==> config.mk <==
export PLATFORM = sky130hd
export DESIGN_NAME = jt900h_dumpctl
export DESIGN_NICKNAME = d
export VERILOG_FILES = /design/src/rtl/jt900h_dump_pkg.sv /design/src/rtl/jt900h_dump_buf.sv /design/src/rtl/jt900h_dumpctl.sv
export SDC_FILE = /design/constraint.sdc
export NUM_CORES = 2
export LEC_CHECK = 0
export CORE_MARGIN = 5
export CORE_UTILIZATION = 41
export DETAILED_ROUTE_END_ITERATION = 6
export PLACE_DENSITY = 0.71
export SLEW_MARGIN = 20
export SYNTH_ARGS = -nofsm -noshare
export SYNTH_HDL_FRONTEND = slang
export SYNTH_SLANG_ARGS = --single-unit
export TNS_END_PERCENT = 5
==> constraint.sdc <==
create_clock -name clk -period 2.9 [get_ports clk]
set_clock_uncertainty 0.15 [all_clocks]
set_input_delay 0.435 -clock clk [delete_from_list [all_inputs] [get_ports clk]]
set_output_delay 0.435 -clock clk [all_outputs]
set_load 0.02 [all_outputs]
==> src/rtl/jt900h_dump_pkg.sv <==
// Shared types and constants for the jt900h run/stop controller and register dump.
package jt900h_dump_pkg;

  typedef enum logic [1:0] {
    RUN  = 2'd0,
    DUMP = 2'd1,
    DONE = 2'd2
  } dump_state_e;

  localparam logic [1:0] CAUSE_NONE = 2'd0;
  localparam logic [1:0] CAUSE_STOP = 2'd1;
  localparam logic [1:0] CAUSE_WDOG = 2'd2;
  localparam logic [1:0] CAUSE_HALT = 2'd3;

  localparam int DUMP_LEN_DEFAULT = 84;

  // Byte offsets of the register file sections inside the dump
  localparam int XREG_BASE  = 0;
  localparam int INDEX_BASE = 64;
  localparam int SR_OFS     = 80;

  function automatic logic [31:0] sat_inc32(input logic [31:0] v);
    return (v == 32'hffff_ffff) ? v : v + 32'd1;
  endfunction

endpackage

==> src/rtl/jt900h_dump_buf.sv <==
// 256x8 capture buffer: one synchronous write port, asynchronous read, no reset.
module jt900h_dump_buf (
  input  logic       clk,
  input  logic       we_i,
  input  logic [7:0] waddr_i,
  input  logic [7:0] wdata_i,
  input  logic [7:0] raddr_i,
  output logic [7:0] rdata_o
);

  logic [7:0] mem_q [256];

  always_ff @(posedge clk) begin
    if (we_i) mem_q[waddr_i] <= wdata_i;
  end

  assign rdata_o = mem_q[raddr_i];

endmodule

==> src/rtl/jt900h_dumpctl.sv <==
// Run/stop controller: divides the CPU clock enable, detects stop causes and
// sweeps the CPU dump port into a readable capture buffer.
module jt900h_dumpctl
  import jt900h_dump_pkg::*;
#(
  parameter int            AW        = 24,
  parameter logic [AW-1:0] STOP_ADDR = AW'(24'h00ffff),
  parameter int            DUMP_LEN  = DUMP_LEN_DEFAULT,
  parameter int            CEN_DIV   = 1,
  parameter int            TOW       = 20
) (
  input  logic          clk,
  input  logic          rst_n,
  input  logic [AW-1:0] ram_addr,
  input  logic [1:0]    ram_we,
  input  logic          halt_req,
  output logic          cen,
  output logic [7:0]    dmp_addr,
  input  logic [7:0]    dmp_din,
  input  logic [7:0]    rd_addr,
  output logic [7:0]    rd_data,
  output logic          done,
  output logic [1:0]    cause,
  output logic [31:0]   run_cycles
);

  localparam logic [7:0] LAST_ADDR = 8'(DUMP_LEN);
  localparam logic [3:0] PH_LAST   = 4'(CEN_DIV - 1);

  dump_state_e     state_q, state_d;
  logic [3:0]      phase_q, phase_d;
  logic [TOW-1:0]  wdog_q, wdog_d;
  logic [31:0]     cycles_q, cycles_d;
  logic [1:0]      cause_q, cause_d;
  logic [7:0]      dmp_addr_q, dmp_addr_d;
  logic            cen_q, cen_d;

  logic            stop_wr, wdog_hit, stop_any;
  logic [1:0]      stop_cause;
  logic            buf_we;
  logic [7:0]      buf_waddr, buf_rdata;

  // Stop sources are sampled every clk, independent of the enable phase
  always_comb begin
    stop_wr  = ram_we[1] && (ram_addr == STOP_ADDR);
    wdog_hit = &wdog_q;
    stop_any = stop_wr || halt_req || wdog_hit;
    if (stop_wr)       stop_cause = CAUSE_STOP;
    else if (halt_req) stop_cause = CAUSE_HALT;
    else if (wdog_hit) stop_cause = CAUSE_WDOG;
    else               stop_cause = CAUSE_NONE;
  end

  always_ff @(posedge clk or negedge rst_n) begin
    if (!rst_n) state_q <= RUN;
    else        state_q <= state_d;
  end

  always_comb begin
    state_d = state_q;
    case (state_q)
      RUN:     if (stop_any) state_d = DUMP;
      DUMP:    if (dmp_addr_q == LAST_ADDR) state_d = DONE;
      DONE:    state_d = DONE;
      default: state_d = RUN;
    endcase
  end

  always_comb begin
    done      = (state_q == DONE);
    buf_we    = (state_q == DUMP) && (dmp_addr_q != 8'd0);
    buf_waddr = dmp_addr_q - 8'd1;
  end

  // The enable is registered so it reads 0 in reset and rises on the first edge after it
  always_comb begin
    phase_d    = phase_q;
    wdog_d     = wdog_q;
    cycles_d   = cycles_q;
    cause_d    = cause_q;
    dmp_addr_d = dmp_addr_q;
    cen_d      = 1'b0;
    case (state_q)
      RUN: begin
        phase_d = (phase_q == PH_LAST) ? 4'd0 : phase_q + 4'd1;
        if (cen_q) begin
          wdog_d   = wdog_q + TOW'(1);
          cycles_d = sat_inc32(cycles_q);
        end
        if (stop_any) begin
          cause_d    = stop_cause;
          dmp_addr_d = 8'd0;
        end else begin
          cen_d = (phase_q == 4'd0);
        end
      end
      DUMP: begin
        if (dmp_addr_q != LAST_ADDR) dmp_addr_d = dmp_addr_q + 8'd1;
      end
      default: ;
    endcase
  end

  always_ff @(posedge clk or negedge rst_n) begin
    if (!rst_n) begin
      phase_q    <= 4'd0;
      wdog_q     <= '0;
      cycles_q   <= 32'd0;
      cause_q    <= CAUSE_NONE;
      dmp_addr_q <= 8'd0;
      cen_q      <= 1'b0;
    end else begin
      phase_q    <= phase_d;
      wdog_q     <= wdog_d;
      cycles_q   <= cycles_d;
      cause_q    <= cause_d;
      dmp_addr_q <= dmp_addr_d;
      cen_q      <= cen_d;
    end
  end

  jt900h_dump_buf u_buf (
    .clk     (clk),
    .we_i    (buf_we),
    .waddr_i (buf_waddr),
    .wdata_i (dmp_din),
    .raddr_i (rd_addr),
    .rdata_o (buf_rdata)
  );

  assign rd_data    = (rd_addr < LAST_ADDR) ? buf_rdata : 8'd0;
  assign cen        = cen_q;
  assign dmp_addr   = dmp_addr_q;
  assign cause      = cause_q;
  assign run_cycles = cycles_q;

endmodule

==> impl_metrics.csv <==
group,metric,value,unit
synth,synth-edff-count,756,
synth,synth_seq_cells,825,
timing,worst_max_slew_pin_slew,0.7818,ns
timing,max_freq,309.1,MHz
floorplanning,fp.dieW,295.6,um
cells_and_area,final_net_count,2288,
synth,syn-num-nets,1935,
grt,pin_count_of_the_biggest_net_entering_global_routing,97,
place,place.port_buffers,95,
drt,avg_vias_per_cell,5.601,
cts,cts_inserted_buffers,85,
synth,yosysUniqueCellTypes,72,
drt,route.final.wire_length,79.53,mm
synth,syn_inst,1877,
cells_and_area,seqCellArea,0.02443,mm^2
worst_setup_path,r2r.worst_path.cells,10,
floorplanning,core,0.08068,mm^2
cts,worst_setup_hold_path_clk_slew,0.06,ns
timing,min_period,3.235,ns
pwr,comb_power_share,0.108,
worst_setup_path,worst-path-stages,7,
synth,postSynth.topFlopCell,"edfxtp_1",
place,gp_congestion,0.8703,
timing,worst_slew_margin_rel,0.4788,
worst_setup_path,rr_endpoint,"u_buf.mem_q[66][3]",
grt,grt_antenna_before_repair,0,
synth,ys_async_sr_fraction,0.08364,
worst_setup_path,highest_delay_cell_along_the_critical_path,"mux4_2",
outcome,violations,"setup timing",
synth,ys.warnings.count,0,
outcome,status,"finished with violations",
place,detailedPlace.worstSlack,-0.9223,ns
worst_setup_path,delay_contributed_by_the_slowest_stage_of_the_critical_path,0.49,ns
pwr,seq_power_share,0.493,
pwr,power.internal,20.41,mW
pwr,p_sw_frac,0.2385,
floorplanning,die_area,0.08736,mm^2
pwr,p_clk_frac,0.399,
cts,clock_tree_from_tritoncts,"built",
flow_run,drv.max_cap_violation_count,0,
cts,cts.root.buffer_cell,"clkbuf_16",
cts,clock_insertion_delay_worst_skew,0.63,ns
drt,first_iter_violations,1793,
floorplanning,placement_rows,104,
worst_setup_path,reg2reg_setup_slack,0.11,ns
place,dpl.hpwl,52.88,mm
drt,drt_first_pass_iters,5,
worst_setup_path,timing.rr.start,"dmp_addr[0]",
pwr,power.leakage,13.87,nW
worst_setup_path,crit_path_arrival_time,2.65,ns
timing,hold_viol_final,0,
synth,syn-mean-instance-area,17.81,um^2
grt,first_pass_grt_wire_length,119.9,mm
pwr,total_switching_power,6.394,mW
floorplanning,die_h,295.6,um
timing,setup_viol_count_final,8,
worst_setup_path,critical_path_cell_by_cell,"mux4_2, mux2_4, a221oi_2, a2111oi_1, nor2_1, a21oi_2, buf_4",
cells_and_area,insertedDiodeCount,0,
cells_and_area,fill_cells,6354,
cts,number_of_h_tree_levels,3,
floorplanning,starting_utilization_of_the_core_area,0.4144,
synth,synth_area,0.03344,mm^2
cells_and_area,multi_input_logic_area,0.008808,mm^2
worst_setup_path,end_kind,"output pin",
worst_setup_path,critical_path.n_buffers_inverters,1,
timing,timing.final.crit_share,1.116,
cells_and_area,final_cell_count_no_fill,3356,
drt,route.antenna.remaining_nets,0,
grt,grtUsageTotal,0.1798,
pwr,power.density_cell_area,655.9,mW/mm^2
drt,routedWlPerCell,23.70,um
cells_and_area,drive_above_1_share,0.3014,
timing,setup_ws_final,-0.3351,ns
floorplanning,num_io_pins,97,
timing,grt_setup_unrepaired,"yes",
worst_setup_path,cp_max_fo,1,
drt,vias,18800,
grt,grt_remaining_overflow,0,
min_path,hp-class,"input pin to async pin",
pwr,power.ir.vdd_worst,0.4333,mV
pwr,total_power_of_the_final_layout,26.81,mW
timing,final_max_slew_viol_count,0,
place,dp_cells,3193,
worst_setup_path,worst_ep_required_time,2.32,ns
synth,synth-seq-area-share,0.7306,
grt,via_count_of_the_first_global_routing_pass,19130,
cts,cts.sink_count,825,
cells_and_area,synth_to_layout_area_growth,22.24,%
cts,clock_tree.buffer_depth,3,
worst_setup_path,cpLargestDelayFamily,"multiplexers",
drt,drc_errors,0,
worst_setup_path,crit_path_start_kind,"flop",
worst_setup_path,path_class,"flop to output pin",
==> cell usage in the layout, fill, tap and decap left out, types with 7 or more instances in the layout <==
| cell type | netlist | layout |
|---|---|---|
| nor2_4 | 0 | 18 |
| clkbuf_1 | 39 | 9 |
| clkdlybuf4s50_1 | 0 | 73 |
| and2_1 | 10 | 10 |
| o21ai_0 | 29 | 27 |
| mux4_2 | 133 | 133 |
| xor2_1 | 18 | 18 |
| a221oi_1 | 11 | 8 |
| edfxtp_1 | 756 | 756 |
| o221ai_1 | 16 | 15 |
| nand3_1 | 41 | 41 |
| bufinv_16 | 0 | 7 |
| buf_6 | 16 | 7 |
| a21oi_1 | 48 | 42 |
| nand4_1 | 22 | 22 |
| clkinv_1 | 0 | 20 |
| mux2_2 | 15 | 14 |
| or3_1 | 11 | 8 |
| buf_12 | 2 | 28 |
| nand2_1 | 85 | 79 |
| inv_1 | 18 | 18 |
| nor2_2 | 1 | 31 |
| xnor2_1 | 38 | 38 |
| clkinv_2 | 0 | 12 |
| nor2_1 | 145 | 97 |
| nor3_1 | 8 | 8 |
| ha_1 | 13 | 13 |
| o21ai_1 | 9 | 9 |
| a31oi_1 | 16 | 9 |
| clkbuf_16 | 0 | 88 |
| a22oi_1 | 18 | 17 |
| o22ai_1 | 21 | 15 |
| buf_4 | 16 | 259 |
| buf_2 | 36 | 8 |
| dfrtp_1 | 69 | 67 |
| mux2i_1 | 119 | 116 |
==> cell usage after synthesis, types with 13 or more instances <==
cell | n | area [um^2]
a21oi_1 | 48 | 240.2
a22oi_1 | 18 | 135.1
a31oi_1 | 16 | 100.1
buf_2 | 36 | 180.2
buf_4 | 16 | 120.1
buf_6 | 16 | 180.2
clkbuf_1 | 39 | 146.4
dfrtp_1 | 69 | 1727
edfxtp_1 | 756 | 22700
ha_1 | 13 | 162.7
inv_1 | 18 | 67.56
mux2_2 | 15 | 168.9
mux2i_1 | 119 | 1191
mux4_2 | 133 | 2995
nand2_1 | 85 | 319.1
nand3_1 | 41 | 205.2
nand4_1 | 22 | 137.6
nor2_1 | 145 | 544.3
o21ai_0 | 29 | 145.1
o221ai_1 | 16 | 140.1
o22ai_1 | 21 | 131.4
xnor2_1 | 38 | 332.8
xor2_1 | 18 | 157.7
==> routing by layer <==
layer / routed length (um) / track usage
met2: 38580 / 0.2956
met3: 6234 / 0.03591
met4: 2208 / 0.04666
met5: 0 / 0
met1: 32510 / 0.2491
==> how the worst max path moves through the flow <==
stage / end / startpoint / slack (ns)
after detailed placement: rd_data[4] / rd_addr[2] / -0.92
final: rd_data[1] / u_buf.mem_q[77][1] / -0.34
after floorplan: u_buf.mem_q[22][0] / dmp_addr[0] / -0.20
after global placement: rd_data[4] / rd_addr[0] / -0.93
after global routing: rd_data[1] / u_buf.mem_q[79][1] / -0.42
after CTS: rd_data[1] / u_buf.mem_q[77][1] / -0.35
==> power by group through the flow <==
stage	registers (mW)	logic [mW]	clock network, mW
6_report	13.2	2.90	10.7
5_1_grt	13.2	3.11	11.4
3_3_place_gp	13.4	2.66	0
2_1_floorplan	13.5	1.50	0
3_5_place_dp	13.4	2.73	0
4_1_cts	13.2	2.79	10.9
==> sequential cells by signal (all words and copies together) (netlist names) <==
| signal | flops |
|---|---|
| phase_q | 4 |
| u_buf.mem_q | 756 |
| run_cycles | 32 |
| cen | 1 |
| state_q | 2 |
| dmp_addr | 8 |
| wdog_q | 20 |
| cause | 2 |
==> worst register-to-register path, stage by stage, from the launching register on <==
cell	delay, ns
dfrtp_2	0.44
inv_1	0.10
ha_1	0.25
and2b_1	0.22
nand2_1	0.10
o31a_1	0.15
buf_4	0.23
nand3_1	0.12
buf_4	0.21
nor2_1	0.31
buf_4	0.23
==> final cells by class <==
class | count | share of cell area
clock buffers | 99 | 0.05483
clock inverters | 54 | 0.01289
inverters | 19 | 0.001745
multi-input cells | 918 | 0.2155
flip-flops and latches | 825 | 0.5978
well taps | 1060 | 0.03245
repair buffers | 381 | 0.08480
==> per-stage QoR <==
step / area, um^2 / hold WS (ns) / util / TNS (ns)
detailed placement: 37520 / 0.2435 / 0.4650 / -6.436
finish: 40870 / 0.1087 / 0.5066 / -2.205
floorplan: 33560 / -0.01059 / - / -81.38
global route: 40870 / 0.1331 / 0.5066 / -2.972
CTS: 40520 / 0.1004 / 0.5023 / -2.909
global placement: 37520 / 0.2243 / 0.4650 / -6.257
==> cell families after synthesis <==
family / synth area share
flops: 0.7306
simple gates: 0.05104
mux: 0.1319
compound gates: 0.04378
buf+inv: 0.02309
xor+xnor: 0.01467
fa+ha+maj: 0.004865
==> timing repair <==
item,4_1_cts,5_1_grt
setup buffers,0,9
gates resized for setup,91,49
pin swaps,19,20
endpoints found under the setup margin,31,471
hold buffers,2,0
cloned,0,2
endpoints found under the hold margin,16,0
Note: power is estimated with default switching activity, not from simulation.
==> RTL change 1 (same settings) <==
Change the parameter `TOW` from 20 to 40.
--- a/src/rtl/jt900h_dumpctl.sv
+++ b/src/rtl/jt900h_dumpctl.sv
@@ -9,3 +9,3 @@
   parameter int            CEN_DIV   = 1,
-  parameter int            TOW       = 20
+  parameter int            TOW       = 40
 ) (
Formal check against the unedited RTL: no difference found for any inputs over 4 cycles, from zero or initial values and one cycle with rst_n low; that may be too few to reach the edited logic, so the function may still have changed.
==> RTL change 1 against the original RTL <==
Largest cell class unchanged; the run still ends with setup timing left; critical path type unchanged; design area decreased by 3.0%; power fell by 5.4%; sequential cell count shrank 28; wire length is 2.8% higher; area after synthesis down 3.6%; count of clock-buffer cells in the layout is 3 higher; worst setup slack worse by 0.11 ns.
==> RTL change 1: results (changes against the original RTL) <==
outcome -> finished, violations left (unchanged)
violated checks -> setup timing (unchanged)
dpl ws -> -1.06 ns (was -0.922 ns)
Synth Area in Compound Gates -> 4.20% (was 4.38%)
global-route track usage on met2 -> 31.3% (was 29.6%)
YS warnings -> 0 (unchanged)
sequential share of the synthesized area -> 72.9% (was 73.1%)
initial antenna violation count -> 2 (was 0)
via/cell ratio -> 5.63 (was 5.60)
Avg WL per Cell -> 24.8 um (was 23.7 um)
ranking of synthesized cells by area -> edfxtp_1, mux4_2, dfrtp_1 (unchanged)
first-pass detailed-route iteration total -> 6 (was 5)
setup slack after layout -> -0.441 ns (was -0.335 ns)
DRT iter0 DRCs -> 1691 (was 1793)
Bufs on Longest Clock Path -> 3 (unchanged)
Finish-stage setup viols -> 8 (unchanged)
share of cells above drive strength 1 -> 29.1% (was 30.1%)
leakage power -> 0.0136 uW (was 0.0139 uW)
EDFF count, synth -> 708 (was 756)
Max-Slew Margin vs Limit -> 47.4% (was 47.9%)
CP peak stage delay -> 0.54 ns (was 0.49 ns)
Synth Net Count -> 1887 (was 1935)
number of global-route vias before repair -> 18.9k (was 19.1k)
placed inst area -> 0.0364 mm2 (was 0.0375 mm2)
cts bufs inserted -> 83 (was 85)
Detail Placement HPWL -> 54100 um (was 52900 um)
# fillers -> 6127 (was 6354)
commonest cells in the netlist -> edfxtp_1, nor2_1, mux4_2, mux2i_1, dfrtp_1 (was edfxtp_1, nor2_1, mux4_2, mux2i_1, nand2_1)
synthesized-area fraction occupied by adder cells -> 0.505% (was 0.486%)
gpl congestion -> 0.921 (was 0.870)
P_int -> 19300 uW (was 20400 uW)
worst hold path type -> in -> reg (was in -> async)
number of distinct library cells after synthesis -> 64 (was 72)
nets -> 2246 (was 2288)
met3 GRT Util -> 5.02% (was 3.59%)
Async S/R FF share, synth -> 11.2% (was 8.36%)
aggregate negative setup slack -> -2.55 ns (was -2.20 ns)
mux cell area share after synthesis -> 12.7% (was 13.2%)
met1 usage -> 24.9% (about the same)
Peak VDD IR -> 0.000464 V (was 0.000433 V)
GRT Overall Usage -> 18.9% (was 18.0%)
Largest register FFs -> 708 (was 756)
Worst EP arrival -> 2.76 ns (was 2.65 ns)
-- RTL change 1: final timing paths --
kind                       slack, ns  depth (start not counted)          startpoint                  to
setup / recovery               -0.44                          6  u_buf.mem_q[43][5]          rd_data[5]
hold / removal                  0.16                          1          dmp_din[1]  u_buf.mem_q[75][1]
setup reg to reg                0.13                         10         dmp_addr[1]  u_buf.mem_q[10][4]
hold reg to reg                 0.31                          1          phase_q[3]          phase_q[3]
max in group asynchronous       1.67                          3               rst_n      run_cycles[24]
min in group asynchronous       0.26                          2               rst_n                 cen
-- RTL change 1: worst max-delay path: cells and delay by family (launching register included) --
family | cells | cell delay (ns)
AO/OA/AOI/OAI | 2 | 0.40
buffers and inverters | 1 | 0.16
AND/OR/NAND/NOR | 1 | 0.13
multiplexers | 2 | 1.05
flip-flops | 1 | 0.38
-- RTL change 1: what timing repair did --
item | 4_1_cts | 5_1_grt
hold buffers | 1 | 0
buffers inserted | 5 | 1
gates cloned | 4 | 0
endpoints found under the setup margin | 224 | 493
gates resized for setup | 124 | 30
hold endpoints to repair | 56 | 0
pin swaps | 21 | 12
-- RTL change 1: cell type report --
cell class / count / area (um2) / share of cell area (%)
clock buffers: 102 / 2160 / 5.45
multi-input cells: 907 / 8680 / 21.9
clock inverters: 51 / 370 / 0.935
well taps: 1040 / 1300 / 3.28
inverters: 19 / 77.6 / 0.196
repair buffers: 380 / 3550 / 8.96
flip-flops and latches: 797 / 23500 / 59.3
-- RTL change 1: metal layers --
| layer | wire (um) | vias to the layer above | part of all wire, % |
|---|---|---|---|
| li1 | - | 8018 | - |
| met1 | 31500 | 9483 | 39 |
| met2 | 40200 | 901 | 49 |
| met3 | 7700 | 154 | 9.4 |
| met4 | 2280 | 2 | 2.8 |
| met5 | 14 | - | 0.017 |
-- RTL change 1: metrics by stage --
stage / std cells / power [uW] / hold slack (ns)
6_report: 3296 / 25400 / 0.164
5_1_grt: 3296 / 26200 / 0.152
4_1_cts: 3295 / 25500 / 0.140
3_5_place_dp: 3133 / 15600 / 0.307
3_3_place_gp: 3133 / 15500 / 0.300
2_1_floorplan: 1829 / 14400 / -0.0106
-- RTL change 1: logic make-up after synthesis --
| kind of cell | after synthesis |
|---|---|
| adders and majority gates | 13 |
| muxes | 241 |
| DFF | 797 |
| AOI/OAI and AO/OA | 191 |
| and+or+nand+nor | 385 |
| buffers and inverters | 125 |
| xor gates and xnor gates | 77 |
-- RTL change 1: power by group through the flow --
stage                     sequential, uW  combinational (uW)  clock (uW)
after floorplan                    13000                1390           0
after global placement             12900                2600           0
after detailed placement           12900                2660           0
after CTS                          12700                2790       10000
after global routing               12700                3030       10500
final                              12700                2830        9840
==> RTL change 2 (same settings) <==
Without the edit above. Reset style: synchronous (`rst_n`), changed in 2 clocked blocks. Comments in the files are not updated.
--- a/src/rtl/jt900h_dumpctl.sv
+++ b/src/rtl/jt900h_dumpctl.sv
@@ -53,3 +53,3 @@
 
-  always_ff @(posedge clk or negedge rst_n) begin
+  always_ff @(posedge clk) begin
     if (!rst_n) state_q <= RUN;
@@ -103,3 +103,3 @@
 
-  always_ff @(posedge clk or negedge rst_n) begin
+  always_ff @(posedge clk) begin
     if (!rst_n) begin
Function: differs if rst_n is asserted again (counterexample within 4 cycles, from zero or initial values and one cycle with rst_n low); with rst_n held inactive, the same outputs for 4 cycles.
==> RTL change 2 against the original RTL <==
The flow still finishes with violations (setup timing); sequential cell count decreased by 72; count of clock-buffer cells in the layout decreased by 4; area after synthesis decreased by 9.0%; critical path depth decreased by 1; first-iteration DRC count increased by 16%; largest cell class unchanged; wire length decreased by 4.1%; sequential share of layout area decreased by 0.63 points; power decreased by 14%; hold slack improved by 0.078 ns; design area decreased by 9.3%; worst setup slack got worse by 0.060 ns.
==> RTL change 2: results (changes against the original RTL) <==
XOR/XNOR share of the synthesized area -> 1.38% (was 1.47%)
Worst Hold Path EP -> u_buf.mem_q[16][4]
final hold slack -> 0.186 ns (was 0.109 ns)
total power -> 23000 uW (was 26800 uW)
nets -> 2113 (was 2288)
Worst Reg-to-Reg Cells -> 7 (was 10)
placed inst area -> 0.0343 mm2 (was 0.0375 mm2)
Async S/R FF share, synth -> 0% (was 8.36%)
worst hold path type -> in -> reg (was in -> async)
Finish-stage setup viols -> 8 (unchanged)
gpl congestion -> 0.911 (was 0.870)
Synth Net Count -> 1777 (was 1935)
Synth Area in Compound Gates -> 4.26% (was 4.38%)
Switching Share -> 21.8% (was 23.9%)
H-tree depth -> 3 (unchanged)
dpl cells -> 2939 (was 3193)
global-route wire length before repair -> 115000 um (was 120000 um)
DRT iter0 DRCs -> 2073 (was 1793)
Detail Placement HPWL -> 51800 um (was 52900 um)
sequential share of the synthesized area -> 72.1% (was 73.1%)
share of cells above drive strength 1 -> 29.0% (was 30.1%)
first-pass detailed-route iteration total -> 6 (was 5)
Worst EP arrival -> 2.71 ns (was 2.65 ns)
number of global-route vias before repair -> 17.8k (was 19.1k)
met2 wire len -> 36500 um (was 38600 um)
Worst-Skew Late Latency -> 0.61 ns (was 0.63 ns)
met1 usage -> 26.7% (was 24.9%)
CP peak stage delay -> 0.46 ns (was 0.49 ns)
commonest cells in the netlist -> edfxtp_1, nor2_1, mux4_2, dfxtp_1, mux2i_1 (was edfxtp_1, nor2_1, mux4_2, mux2i_1, nand2_1)
leakage power -> 0.0123 uW (was 0.0139 uW)
Worst Max-Slew Pin Slew -> 0.899 ns (was 0.782 ns)
violated checks -> setup timing (unchanged)
met3 GRT Util -> 4.27% (was 3.59%)
met3 WL post-DR -> 7070 um (was 6230 um)
combinational power -> 1630 uW (was 2900 uW)
Peak VDD IR -> 0.000337 V (was 0.000433 V)
Reg2Reg Launch Point -> dmp_addr[0] (unchanged)
outcome -> finished, violations left (unchanged)
global-route track usage on met2 -> 30.6% (was 29.6%)
Avg WL per Cell -> 24.8 um (was 23.7 um)
Metal-1 WL -> 30500 um (was 32500 um)
setup slack after layout -> -0.395 ns (was -0.335 ns)
mean post-synth cell area -> 17.7 um2 (was 17.8 um2)
RR Endpoint -> u_buf.mem_q[59][7] (was u_buf.mem_q[66][3])
via/cell ratio -> 5.72 (was 5.60)
Routed WL -> 76300 um (was 79500 um)
largest net degree at the start of global routing -> 89 (was 97)
PostCTS Resize Cnt -> 85 (was 91)
# fillers -> 5816 (was 6354)
mux cell area share after synthesis -> 13.5% (was 13.2%)
cts bufs inserted -> 77 (was 85)
cell family with most CP delay -> compound AO/OA/AOI/OAI gates (was multiplexers)
ranking of synthesized cells by area -> edfxtp_1, mux4_2, dfxtp_1 (was edfxtp_1, mux4_2, dfrtp_1)
clock share of power -> 41.3% (was 39.9%)
dpl ws -> -1.13 ns (was -0.922 ns)
aggregate negative setup slack -> -2.26 ns (was -2.20 ns)
RTL change 2: cell count changes after synthesis, sizes merged, moves of 13 or more:
cell,before,now
dfrtp,69,0
dfxtp,0,69
edfxtp,756,684
mux2i,119,65
mux4,133,147
nand2,85,53
nor2,146,159
xnor2,38,18
RTL change 2: worst max-delay path by stage:
stage,endpoint,depth (start not counted),from
after floorplan,u_buf.mem_q[40][0],10,dmp_addr[0]
after global placement,rd_data[7],10,rd_addr[3]
after detailed placement,rd_data[3],10,rd_addr[3]
after CTS,rd_data[3],6,u_buf.mem_q[79][3]
after global routing,rd_data[7],6,u_buf.mem_q[59][7]
final,rd_data[7],6,u_buf.mem_q[59][7]
RTL change 2: final cells by class:
cell class / count / share of cell area [%]
Tap cell: 959 / 3.24
Clock buffer: 95 / 5.50
Inverter: 20 / 0.203
Sequential cell: 753 / 59.1
Clock inverter: 42 / 1.03
Timing Repair Buffer: 361 / 8.78
Multi-Input combinational cell: 842 / 22.1
